==> config.mk <==
export PLATFORM = sky130hd
export DESIGN_NAME = lifo_burst_reader
export DESIGN_NICKNAME = d
export VERILOG_FILES = /design/src/rtl/lifo_rd_pkg.sv /design/src/rtl/stream_skid2.sv /design/src/rtl/lifo_burst_reader.sv
export SDC_FILE = /design/constraint.sdc
export NUM_CORES = 1
export LEC_CHECK = 0
export BUFFER_PORTS_ARGS = -buffer_cell sky130_fd_sc_hd__buf_2
export CORE_ASPECT_RATIO = 2
export CORE_MARGIN = 1
export CORE_UTILIZATION = 35
export DETAILED_ROUTE_END_ITERATION = 7
export PLACE_DENSITY_LB_ADDON = 0.3
export SYNTH_ARGS = -nofsm -noshare
export SYNTH_HDL_FRONTEND = slang
export SYNTH_SLANG_ARGS = --single-unit
==> constraint.sdc <==
create_clock -name clk_i -period 3.85 [get_ports clk_i]
set_input_delay 0.385 -clock clk_i [delete_from_list [all_inputs] [get_ports clk_i]]
set_output_delay 0.385 -clock clk_i [all_outputs]
set_load 0.02 [all_outputs]
==> src/rtl/lifo_rd_pkg.sv <==
// Shared types for the LIFO burst reader.
// Holds the FSM state encoding and the skid buffer entry layout.
package lifo_rd_pkg;

   localparam int DATA_W = 8;

   typedef enum logic [1:0] {
      IDLE,
      POP,
      DRAIN,
      DONE
   } state_t;

   typedef struct packed {
      logic [DATA_W-1:0] data;
      logic              sop;
      logic              eop;
   } skid_entry_t;

endpackage

==> src/rtl/stream_skid2.sv <==
// Two-entry valid/ready buffer with fall-through.
// An incoming word is presented at once when the buffer is empty.
module stream_skid2 #(
   parameter int W = 10
) (
   input  logic         clk_i,
   input  logic         srst_n_i,
   input  logic         push_i,
   input  logic [W-1:0] din_i,
   input  logic         ready_i,
   output logic         valid_o,
   output logic [W-1:0] dout_o,
   output logic [1:0]   occ_o
);

   logic [W-1:0] e0;
   logic [W-1:0] e1;
   logic [1:0]   occ;
   logic         take;

   assign valid_o = (occ != 2'd0) || push_i;
   assign dout_o  = (occ != 2'd0) ? e0 : (push_i ? din_i : '0);
   assign take    = valid_o && ready_i;
   assign occ_o   = occ;

   always_ff @(posedge clk_i) begin
      if (!srst_n_i) begin
         occ <= 2'd0;
         e0  <= '0;
         e1  <= '0;
      end else begin
         unique case (occ)
            2'd0: begin
               if (push_i && !take) begin
                  e0  <= din_i;
                  occ <= 2'd1;
               end
            end
            2'd1: begin
               if (push_i && take) begin
                  e0 <= din_i;
               end else if (push_i) begin
                  e1  <= din_i;
                  occ <= 2'd2;
               end else if (take) begin
                  occ <= 2'd0;
               end
            end
            default: begin
               if (take) begin
                  e0 <= e1;
                  if (push_i) e1 <= din_i;
                  else occ <= 2'd1;
               end
            end
         endcase
      end
   end

endmodule

==> src/rtl/lifo_burst_reader.sv <==
// Pops a burst from the LIFO and re-emits it as a sop/eop framed stream.
// Hides the registered read latency and the stale empty/usedw flags.
module lifo_burst_reader
   import lifo_rd_pkg::*;
#(
   parameter int DWIDTH     = DATA_W,
   parameter int AWIDTH_EXP = 3,
   parameter int BLEN_W     = 4
) (
   input  logic                  clk_i,
   input  logic                  srst_n_i,
   input  logic                  start_i,
   input  logic [BLEN_W-1:0]     burst_len_i,
   input  logic                  abort_i,
   input  logic                  lifo_empty_i,
   input  logic                  lifo_full_i,
   input  logic [AWIDTH_EXP-1:0] lifo_usedw_i,
   input  logic                  lifo_wrreq_i,
   input  logic [DWIDTH-1:0]     lifo_q_i,
   output logic                  lifo_rdreq_o,
   output logic [DWIDTH-1:0]     data_o,
   output logic                  valid_o,
   output logic                  sop_o,
   output logic                  eop_o,
   input  logic                  ready_i,
   output logic                  busy_o,
   output logic                  done_o
);

   localparam int CW = AWIDTH_EXP + 1;
   localparam int EW = $bits(skid_entry_t);

   state_t            state;
   logic [BLEN_W-1:0] remaining;
   logic              pop;
   logic              pop_d1;
   logic              sop_d1;
   logic              eop_d1;
   logic              first_pop;
   logic              aborted;
   logic [CW-1:0]     cnt;
   logic [2:0]        inflight;
   logic [1:0]        occ;
   skid_entry_t       cap;
   skid_entry_t       head;
   logic [EW-1:0]     head_w;

   assign cnt = lifo_full_i ? {1'b1, {AWIDTH_EXP{1'b0}}}
                            : {1'b0, lifo_usedw_i};

   assign inflight = {1'b0, occ} + {2'b0, pop_d1};

   // cnt > pop_d1 discounts a pop the stale flags have not seen yet
   assign pop = srst_n_i
             && (state == POP)
             && !abort_i
             && !lifo_wrreq_i
             && !lifo_empty_i
             && (remaining != '0)
             && (cnt > CW'(pop_d1))
             && (inflight <= 3'd1);

   assign lifo_rdreq_o = pop;

   always_comb begin
      cap      = '0;
      cap.data = lifo_q_i;
      cap.sop  = sop_d1;
      cap.eop  = eop_d1 || ((state == POP) && abort_i);
   end

   stream_skid2 #(
      .W (EW)
   ) u_skid (
      .clk_i    (clk_i),
      .srst_n_i (srst_n_i),
      .push_i   (pop_d1),
      .din_i    (cap),
      .ready_i  (ready_i),
      .valid_o  (valid_o),
      .dout_o   (head_w),
      .occ_o    (occ)
   );

   assign head   = skid_entry_t'(head_w);
   assign data_o = head.data;
   assign sop_o  = head.sop;
   // after an abort the sole buffered word is the last one out
   assign eop_o  = head.eop
                || (aborted && !pop_d1 && (occ == 2'd1));

   always_ff @(posedge clk_i) begin
      if (!srst_n_i) begin
         state     <= IDLE;
         remaining <= '0;
         pop_d1    <= 1'b0;
         sop_d1    <= 1'b0;
         eop_d1    <= 1'b0;
         first_pop <= 1'b0;
         aborted   <= 1'b0;
         busy_o    <= 1'b0;
         done_o    <= 1'b0;
      end else begin
         pop_d1 <= pop;
         sop_d1 <= pop && first_pop;
         eop_d1 <= pop && (remaining == BLEN_W'(1));
         done_o <= 1'b0;
         if (pop) begin
            remaining <= remaining - 1'b1;
            first_pop <= 1'b0;
         end
         unique case (state)
            IDLE: begin
               if (start_i) begin
                  remaining <= burst_len_i;
                  first_pop <= 1'b1;
                  aborted   <= 1'b0;
                  busy_o    <= 1'b1;
                  if (burst_len_i != '0) begin
                     state <= POP;
                  end else begin
                     state  <= DONE;
                     done_o <= 1'b1;
                  end
               end
            end
            POP: begin
               if (abort_i) begin
                  state   <= DRAIN;
                  aborted <= 1'b1;
               end else if (pop && (remaining == BLEN_W'(1))) begin
                  state <= DRAIN;
               end
            end
            DRAIN: begin
               if (!pop_d1 && (occ == 2'd0)) begin
                  state  <= DONE;
                  done_o <= 1'b1;
               end
            end
            DONE: begin
               state  <= IDLE;
               busy_o <= 1'b0;
            end
            default: begin
               state  <= IDLE;
               busy_o <= 1'b0;
            end
         endcase
      end
   end

endmodule

==> run summary, run 1 <==
Clk Tree Root Cell: clkbuf_8
worst-path fanout max: 16
vias in the first global route: 1,557
I/O pin total: 37
die height: 107.6 µm
CTS sink count: 35
Netlist cell types: 46
Synth top area share: 0.3592
grt ovf: 0
RD Place Congestion: 0.7549
vias per cell: 5.113
clk_skew: 1.176 ps
setup bufs post-CTS: 0
worst hold slack: 367.0 ps
Worst Path Arrival: 2260 ps
TritonRoute pass-1 iters: 3
area of the core: 5373 µm²
Post-synth top cells: dfxtp_1 (35), nor2_1 (30), nand2_1 (24)
row count: 38
# H-tree levels: 2
initial DRC count: 30
total die area: 5894 µm²
fmax: 378.6 MHz
Setup CP Type: reg -> out
Num CTS Buffers: 5
Hold Fails Final Rpt: 0
worst hold path type: in -> reg
final slew viol count: 0
clock slew at reported path FFs: 70 ps
worst slew pin tran: 783.4 ps
total via count in the routed design: 1,626
fraction of registers with async set or reset after synthesis: 0
Leakage Power: 0.9281 nW
largest area contributor in the netlist: dfxtp_1
Fill cells: 603
Port Buf Inserts: 36
MaxCap Viol Count: 0
status: complete, no violations
layout cells sized above 1: 0.2248
crit-path max cell delay: 420 ps
Cells after Synth: 225
Detail Route Antenna Nets: 0
Fin Setup TNS: 0 ps
prevailing post-synth register cell: dfxtp_1
crit path time final: 2641 ps
CP endpoint kind: output port
Net Count, Synth: 259
PostCTS Resize Cnt: 0
Ant. Diodes: 0
most common cell in the synthesized netlist: dfxtp_1
Seq/Total Area, Yosys: 0.3592
post-detail-place hpwl: 2.997 mm
initial antenna violation count: 0
normalized max-slew margin: 0.4745
crit path cell chain: buf_4, inv_1, ha_1, nor3b_2, o221ai_2, nor2_2, buf_2
final setup fails: 0
Setup crit start kind: flip-flop
syn_area_per_cell: 8.669 µm²
final wirelength: 4.031 mm
first-pass GRT wire length: 6.644 mm
Max clock buf depth: 2
TritonCTS clock tree: built
Period Utilization, post-route: 0.6860
WL/cell: 12.68 µm
P&R area growth vs syn: 14.69%
Worst EP required: 3460 ps
Slowest-stage cell, CP: dfxtp_1
die width: 54.79 µm
RSZ-0062 raised after global routing: false
Starting Density: 0.3631
Total GRT Usage: 0.1557
synth top area cells: dfxtp_1 (36%), mux2i_1 (9.7%), ha_1 (7.1%)
largest net degree at the start of global routing: 28
synthesized flop and latch total: 35
CTS Hold Bufs: 0
pwr/cell area: 409.9 nW/µm²
fin nets: 292
cell area after synthesis: 1951 µm²
number of enable flip-flop cells after synthesis: 0
Clk Latency, worst-skew pair: 280 ps
Peak VDD IR: 0.2729 mV
# DRC: 0
Syn. warnings: 0
metal layers:
metal,vias up,share of wire,track usage
met3,5,0.028,0.03107
met1,748,0.39,0.1585
met5,-,0,0
met4,0,0.019,0.06227
li1,852,-,-
met2,21,0.56,0.2849
metrics by stage:
| stage | total power [W] | worst slack (ps) | utilization | cells | cell area (µm²) |
|---|---|---|---|---|---|
| after floorplan | 0.0005984 | 1798 | - | 225 | 1951 |
| after global placement | 0.0006566 | 1567 | 0.4001 | 311 | 2150 |
| after detailed placement | 0.0006584 | 1487 | 0.4001 | 311 | 2150 |
| after CTS | 0.0009288 | 1179 | 0.4164 | 318 | 2237 |
| after global routing | 0.0009788 | 992.8 | 0.4164 | 318 | 2237 |
| final | 0.0009171 | 1209 | 0.4164 | 318 | 2237 |
logic make-up (layout without fill, tap and decap cells):
group | Yosys count | in the layout | share of synthesized area
XOR/XNOR | 4 | 4 | 0.01796
flip-flops | 35 | 35 | 0.3592
AO/OA/AOI/OAI | 54 | 54 | 0.1969
AND/OR/NAND/NOR | 79 | 79 | 0.1982
adder cells (fa/ha/maj) | 11 | 11 | 0.07056
multiplexers | 19 | 19 | 0.09750
buffers and inverters | 23 | 56 | 0.05965
critical path, delay by kind of cell, from the launching register on:
| kind | cells | cell delay, ps |
|---|---|---|
| buf+inv | 3 | 570 |
| simple gates | 2 | 460 |
| flops | 1 | 420 |
| fa+ha+maj | 1 | 310 |
| compound gates | 1 | 210 |
flip-flops by register name, summed over array words and instances (netlist names), 2 cells and up:
register / cells
u_skid.e1: 10
state: 2
u_skid.e0: 10
u_skid.occ_o: 2
remaining: 4
where the power goes:
group / internal [W] / total (W) / switching (W)
registers: 0.000393 / 0.000419 / 0.0000259
clock network: 0.000140 / 0.000268 / 0.000127
logic: 0.0000928 / 0.000231 / 0.000138
area by class of cell:
| type | instances | area, µm² | area share |
|---|---|---|---|
| sequential | 35 | 700.7 | 0.3132 |
| clock buffer | 6 | 82.58 | 0.03691 |
| tap | 60 | 75.07 | 0.03356 |
| clock inverter | 1 | 5.005 | 0.002237 |
| inverter | 10 | 37.54 | 0.01678 |
| multi-input combinational | 167 | 1134 | 0.5067 |
| timing repair buffer | 39 | 202.7 | 0.09060 |
final timing paths:
kind              slack, ps            to  cells past startpoint       startpoint
hold reg to reg         460        sop_d1                      1        first_pop
hold / removal          370  u_skid.e1[3]                      3      lifo_q_i[1]
setup / recovery       1210  lifo_rdreq_o                      7  u_skid.occ_o[1]
setup reg to reg       1630      state[0]                      8  u_skid.occ_o[1]
placed cells by master (no fill, tap or decap), drive strengths merged, types with 2 or more instances in the layout:
cell,synthesis,layout
inv,9,9
nand2b,2,2
nand2,24,24
clkbuf,6,6
nor3,6,6
and2,4,4
o21ai,19,19
nor3b,3,3
or2,2,2
clkinv,1,2
a211oi,9,9
buf,7,39
o221ai,2,2
a21oi,13,13
xnor2,4,4
ha,11,11
nor2,31,31
mux2i,19,19
a31oi,2,2
dfxtp,35,35
Note: power is estimated with default switching activity, not from simulation.
==> run 2, diff against run 1 <==
==> constraint.sdc (replaced) <==
create_clock -name clk_i -period 2.65 [get_ports clk_i]
set_input_delay 0.265 -clock clk_i [delete_from_list [all_inputs] [get_ports clk_i]]
set_output_delay 0.265 -clock clk_i [all_outputs]
set_load 0.02 [all_outputs]
==> run summary, run 2 (synthesis results as in run 1) <==
status: complete, no violations
worst-path fanout max: 10 (-6)
switching power: 0.0004260 W (+46%)
Peak VDD IR: 0.4299 mV (+58%)
final slew viol count: 0 (unchanged)
Setup crit start kind: flip-flop
Detail Route Antenna Nets: 0 (unchanged)
Top delay family on crit path: adder cells
Pint: 0.0009119 W (+46%)
P&R area growth vs syn: 15.14%
die height: 107.6 µm (unchanged)
Worst Path Arrival: 2110 ps (-150 ps)
Max clock buf depth: 2 (unchanged)
layout cells sized above 1: 0.2317 (+0.006854)
row count: 38 (unchanged)
top flop regs: u_skid.e0 x10, u_skid.e1 x10, remaining x4
CP endpoint kind: output port
worst hold path type: in -> reg
RSZ-0062 raised after global routing: false
TritonRoute pass-1 iters: 4 (+1)
Setup CP Type: reg -> out
# H-tree levels: 2 (unchanged)
Starting Density: 0.3631 (unchanged)
final wirelength: 4.146 mm (+2.9%)
Fill cells: 569 (-5.6%)
setup bufs post-CTS: 0 (unchanged)
Worst EP required: 2380 ps (-1080 ps)
fmax: 420.5 MHz
crit path cell chain: ha_1, inv_1, ha_1, nor3b_2, o221ai_2, nor2_2, buf_2
Sw Ratio: 0.3184 (+0.001007)
Clk pwr share: 0.290 (-0.002)
commonest non-fill, non-tap cell in the layout: buf_2
Comb power frac: 0.255 (+0.003)
Port Buf Inserts: 36 (unchanged)
die width: 54.79 µm (unchanged)
Hold Fails Final Rpt: 0 (unchanged)
Final Core Density: 0.4180 (+0.001630)
crit-path max cell delay: 410 ps (about the same)
post-detail-place hpwl: 3.036 mm (+1.3%)
grt ovf: 0 (unchanged)
most frequent CP cell: ha_1
initial DRC count: 20 (-33%)
Clk Latency, worst-skew pair: 280 ps (about the same)
total via count in the routed design: 1,636 (+0.62%)
largest net degree at the start of global routing: 28 (unchanged)
final setup fails: 0 (unchanged)
total die area: 5894 µm² (unchanged)
area of the core: 5373 µm² (unchanged)
WL/cell: 13.00 µm (+2.5%)
Ant. Diodes: 0 (unchanged)
TritonCTS clock tree: built
Total GRT Usage: 0.1611 (+0.005376)
MaxCap Viol Count: 0 (unchanged)
CTS sink count: 35 (unchanged)
Slowest-stage cell, CP: dfxtp_2
crit path buf inv count: 2 (-1)
clk_skew: 4.582 ps (+3.406 ps)
Num CTS Buffers: 5 (unchanged)
RD Place Congestion: 0.7501 (-0.64%)
worst slew pin tran: 678.0 ps (-105.4 ps)
clock slew at reported path FFs: 70 ps (about the same)
Period Utilization, post-route: 0.8974
I/O pin total: 37 (unchanged)
Leakage Power: 0.9334 nW (+0.57%)
Clk Tree Root Cell: clkbuf_8
fin nets: 293 (+0.34%)
sequential share of power: 0.455 (-0.002)
initial antenna violation count: 0 (unchanged)
# DRC: 0 (unchanged)
vias per cell: 5.129 (+0.30%)
Fin Setup TNS: 0 ps (unchanged)
pwr/cell area: 595.7 nW/µm² (+45%)
normalized max-slew margin: 0.5438 (+0.06931)
most frequent cells in the layout: buf_2 (36), dfxtp_1 (34), nor2_1 (30)
vias in the first global route: 1,588 (+2.0%)
crit path time final: 2378 ps
first-pass GRT wire length: 6.955 mm (+4.7%)
## run 2: cell count changes in the layout (fill, tap and decap cells not counted), sizes merged
cell / delta
buf: +1
## run 2: worst paths after layout
| check | startpoint | to | slack, ps | cells past startpoint |
|---|---|---|---|---|
| max reg2reg | u_skid.occ_o[0] | state[0] | 600 | 8 |
| min reg2reg | first_pop | sop_d1 | 460 | 1 |
| max | u_skid.occ_o[0] | lifo_rdreq_o | 270 | 7 |
| min | lifo_q_i[4] | u_skid.e1[6] | 250 | 3 |
## run 2: what timing repair did
item,4_1_cts,5_1_grt
resized for setup,0,1
endpoints found under the setup margin,0,1
hold buffers,0,0
## run 2: tightest hold or removal path, cell delays in order
cell     delay (ps)
buf_2           100
mux2i_1          60
nor2_1           70
## run 2: area by class of cell
class / instances / area (µm²) / share of cell area
multi-input combinational: 167 / 1134 / 0.5047
clock inverter: 1 / 5.005 / 0.002228
tap: 60 / 75.07 / 0.03343
clock buffer: 6 / 82.58 / 0.03677
inverter: 10 / 37.54 / 0.01671
timing repair buffer: 40 / 210.2 / 0.09359
sequential: 35 / 701.9 / 0.3125
## run 2: metal layers
metal  global-route usage  up-vias  routed length, µm
met5                    0        -                  0
met4              0.05495        0                 62
met3              0.02966        7                137
met2               0.3012       25               2287
met1               0.1635      756               1659
li1                     -      848                  -
## run 2: metrics by stage
step	total power, W	hold slack, ps	instances	area [µm²]	setup slack, ps
2_1_floorplan	0.0008694	408.9	225	1951	622.6
3_3_place_gp	0.0009540	462.2	312	2157	548.9
3_5_place_dp	0.0009616	444.9	312	2157	482.5
4_1_cts	0.001354	248.0	319	2245	161.9
5_1_grt	0.001419	271.0	319	2246	116.3
6_report	0.001338	249.7	319	2246	272.0
## run 2: power groups by stage
stage / logic (W) / registers, W / clock network (W)
final: 0.000342 / 0.000609 / 0.000388
after detailed placement: 0.000341 / 0.000621 / 0
after CTS: 0.000343 / 0.000609 / 0.000402
after global routing: 0.000383 / 0.000616 / 0.000420
after floorplan: 0.000248 / 0.000621 / 0
after global placement: 0.000333 / 0.000621 / 0
==> run 3, diff against run 2 <==
--- a/config.mk
+++ b/config.mk
@@ -8,7 +8,7 @@
 export BUFFER_PORTS_ARGS = -buffer_cell sky130_fd_sc_hd__buf_2
 export CORE_ASPECT_RATIO = 2
 export CORE_MARGIN = 1
-export CORE_UTILIZATION = 35
+export CORE_UTILIZATION = 30
 export DETAILED_ROUTE_END_ITERATION = 7
 export PLACE_DENSITY_LB_ADDON = 0.3
 export SYNTH_ARGS = -nofsm -noshare
==> run summary, run 3 (synthesis results as in run 1) <==
crit path time final: 2348 ps (-29.96 ps)
footprint of the multi-input gates: 1134 µm² (unchanged)
PostCTS Resize Cnt: 0 (unchanged)
commonest non-fill, non-tap cell in the layout: buf_2
die width: 59.02 µm (+7.7%)
Detail Route Antenna Nets: 0 (unchanged)
top flop regs: u_skid.e0 x10, u_skid.e1 x10, remaining x4
Setup crit start kind: flip-flop
die height: 116.0 µm (+7.9%)
TritonCTS clock tree: built
Clk Tree Root Cell: clkbuf_16
initial DRC count: 40 (+100%)
CTS Hold Bufs: 0 (unchanged)
total die area: 6848 µm² (+16%)
GR Util met1: 0.1445 (-0.01894)
vias per cell: 4.754 (-7.3%)
WL/cell: 12.19 µm (-6.2%)
Critical path origin: u_skid.occ_o[0]
Pwr Total: 0.001521 W (+14%)
# H-tree levels: 2 (unchanged)
status: complete, no violations
total via count in the routed design: 1,640 (+0.24%)
Hold Fails Final Rpt: 0 (unchanged)
area of the core: 6310 µm² (+17%)
crit path capture: lifo_rdreq_o
clock slew at reported path FFs: 50 ps (-20 ps)
register area: 701.9 µm² (unchanged)
Reg2Reg Depth: 8 (unchanged)
largest net degree at the start of global routing: 22 (-21%)
setup ws final: 301.9 ps (+29.96 ps)
post-detail-place hpwl: 3.105 mm (+2.3%)
Port Buf Inserts: 36 (unchanged)
Worst EP required: 2380 ps (about the same)
fin nets: 293 (unchanged)
worst slew pin tran: 651.8 ps (-26.19 ps)
pwr/cell area: 651.5 nW/µm² (+9.4%)
Starting Density: 0.3091 (-0.05392)
RR Endpoint: state[0]
Fill cells: 687 (+21%)
Worst Path Arrival: 2080 ps (-30 ps)
worst-path fanout max: 10 (unchanged)
Fin Setup TNS: 0 ps (unchanged)
Total GRT Usage: 0.1370 (-0.02414)
CTS sink count: 35 (unchanged)
final wirelength: 4.205 mm (+1.4%)
Leakage Power: 0.9590 nW (+2.7%)
Max clock buf depth: 2 (unchanged)
final slew viol count: 0 (unchanged)
RR Startpoint: u_skid.occ_o[0]
grt met2 use: 0.2614 (-0.03984)
RSZ-0062 raised after global routing: false
RD Place Congestion: 0.7517 (+0.21%)
clk_skew: 2.924 ps (-1.658 ps)
initial antenna violation count: 0 (unchanged)
normalized max-slew margin: 0.5654 (+0.02163)
Clk Latency, worst-skew pair: 270 ps (about the same)
worst hold path type: in -> reg
Setup CP Type: reg -> out
final setup fails: 0 (unchanged)
# DRC: 0 (unchanged)
grt ovf: 0 (unchanged)
grt met3 use: 0.02344 (-0.006224)
I/O pin total: 37 (unchanged)
layout cells sized above 1: 0.2317 (unchanged)
CP endpoint kind: output port
vias in the first global route: 1,600 (+0.76%)
first-pass GRT wire length: 7.107 mm (+2.2%)
MaxCap Viol Count: 0 (unchanged)
setup bufs post-CTS: 0 (unchanged)
Num CTS Buffers: 5 (unchanged)
Period Utilization, post-route: 0.8861 (-0.01130)
most frequent cells in the layout: buf_2 (36), dfxtp_1 (34), nor2_1 (30)
TritonRoute pass-1 iters: 4 (unchanged)
row count: 41 (+7.9%)
P&R area growth vs syn: 19.69%
Peak VDD IR: 0.4079 mV (-5.1%)
fmax: 425.9 MHz (+1.3%)
Ant. Diodes: 0 (unchanged)
pre-CTS setup slack: 491.5 ps (+9.018 ps)
most used routing layer: met2
Reg2Reg Setup Slack: 640 ps (+40 ps)
run 3: routing by layer:
metal | up-vias | wire length (µm)
met5 | - | 0
met4 | 0 | 30
li1 | 850 | -
met1 | 762 | 1708
met2 | 26 | 2357
met3 | 2 | 108
run 3: critical path, cell delays in order (launching register included):
cell and delay (ps):
dfxtp_2 410, ha_1 190, inv_1 60, ha_1 280, nor3b_2 240, o221ai_2 210
nor2_2 220, buf_2 200
run 3: area by class of cell:
cell class,instances,area share
Clock buffer,6,0.05949
Sequential cell,35,0.3006
Multi-Input combinational cell,167,0.4855
Tap cell,86,0.04609
Timing Repair Buffer,40,0.09003
Inverter,10,0.01608
Clock inverter,1,0.002144
run 3: stage by stage:
| stage | cells | utilization | cell area (µm²) | hold slack, ps |
|---|---|---|---|---|
| after floorplan | 225 | - | 1951 | 408.9 |
| after global placement | 338 | 0.3470 | 2190 | 462.8 |
| after detailed placement | 338 | 0.3470 | 2190 | 462.6 |
| after CTS | 345 | 0.3698 | 2333 | 260.9 |
| after global routing | 345 | 0.3700 | 2335 | 276.7 |
| final | 345 | 0.3700 | 2335 | 259.9 |
run 3: worst min-delay path by stage:
| stage | end | slack [ps] | startpoint | cells after the start |
|---|---|---|---|---|
| after floorplan | u_skid.e1[2] | 410 | lifo_q_i[0] | 2 |
| after global placement | sop_d1 | 460 | first_pop | 1 |
| after detailed placement | sop_d1 | 460 | first_pop | 1 |
| final | u_skid.e1[4] | 260 | lifo_q_i[2] | 3 |
| after global routing | u_skid.e1[7] | 280 | lifo_q_i[5] | 3 |
| after CTS | u_skid.e1[3] | 260 | lifo_q_i[1] | 3 |
run 3: where the power goes:
part           leakage (nW)  switching, W  internal (W)
Clock                0.0727      0.000206      0.000366
Sequential            0.284     0.0000410      0.000572
Combinational         0.602      0.000200      0.000136
Total                 0.959      0.000447       0.00107
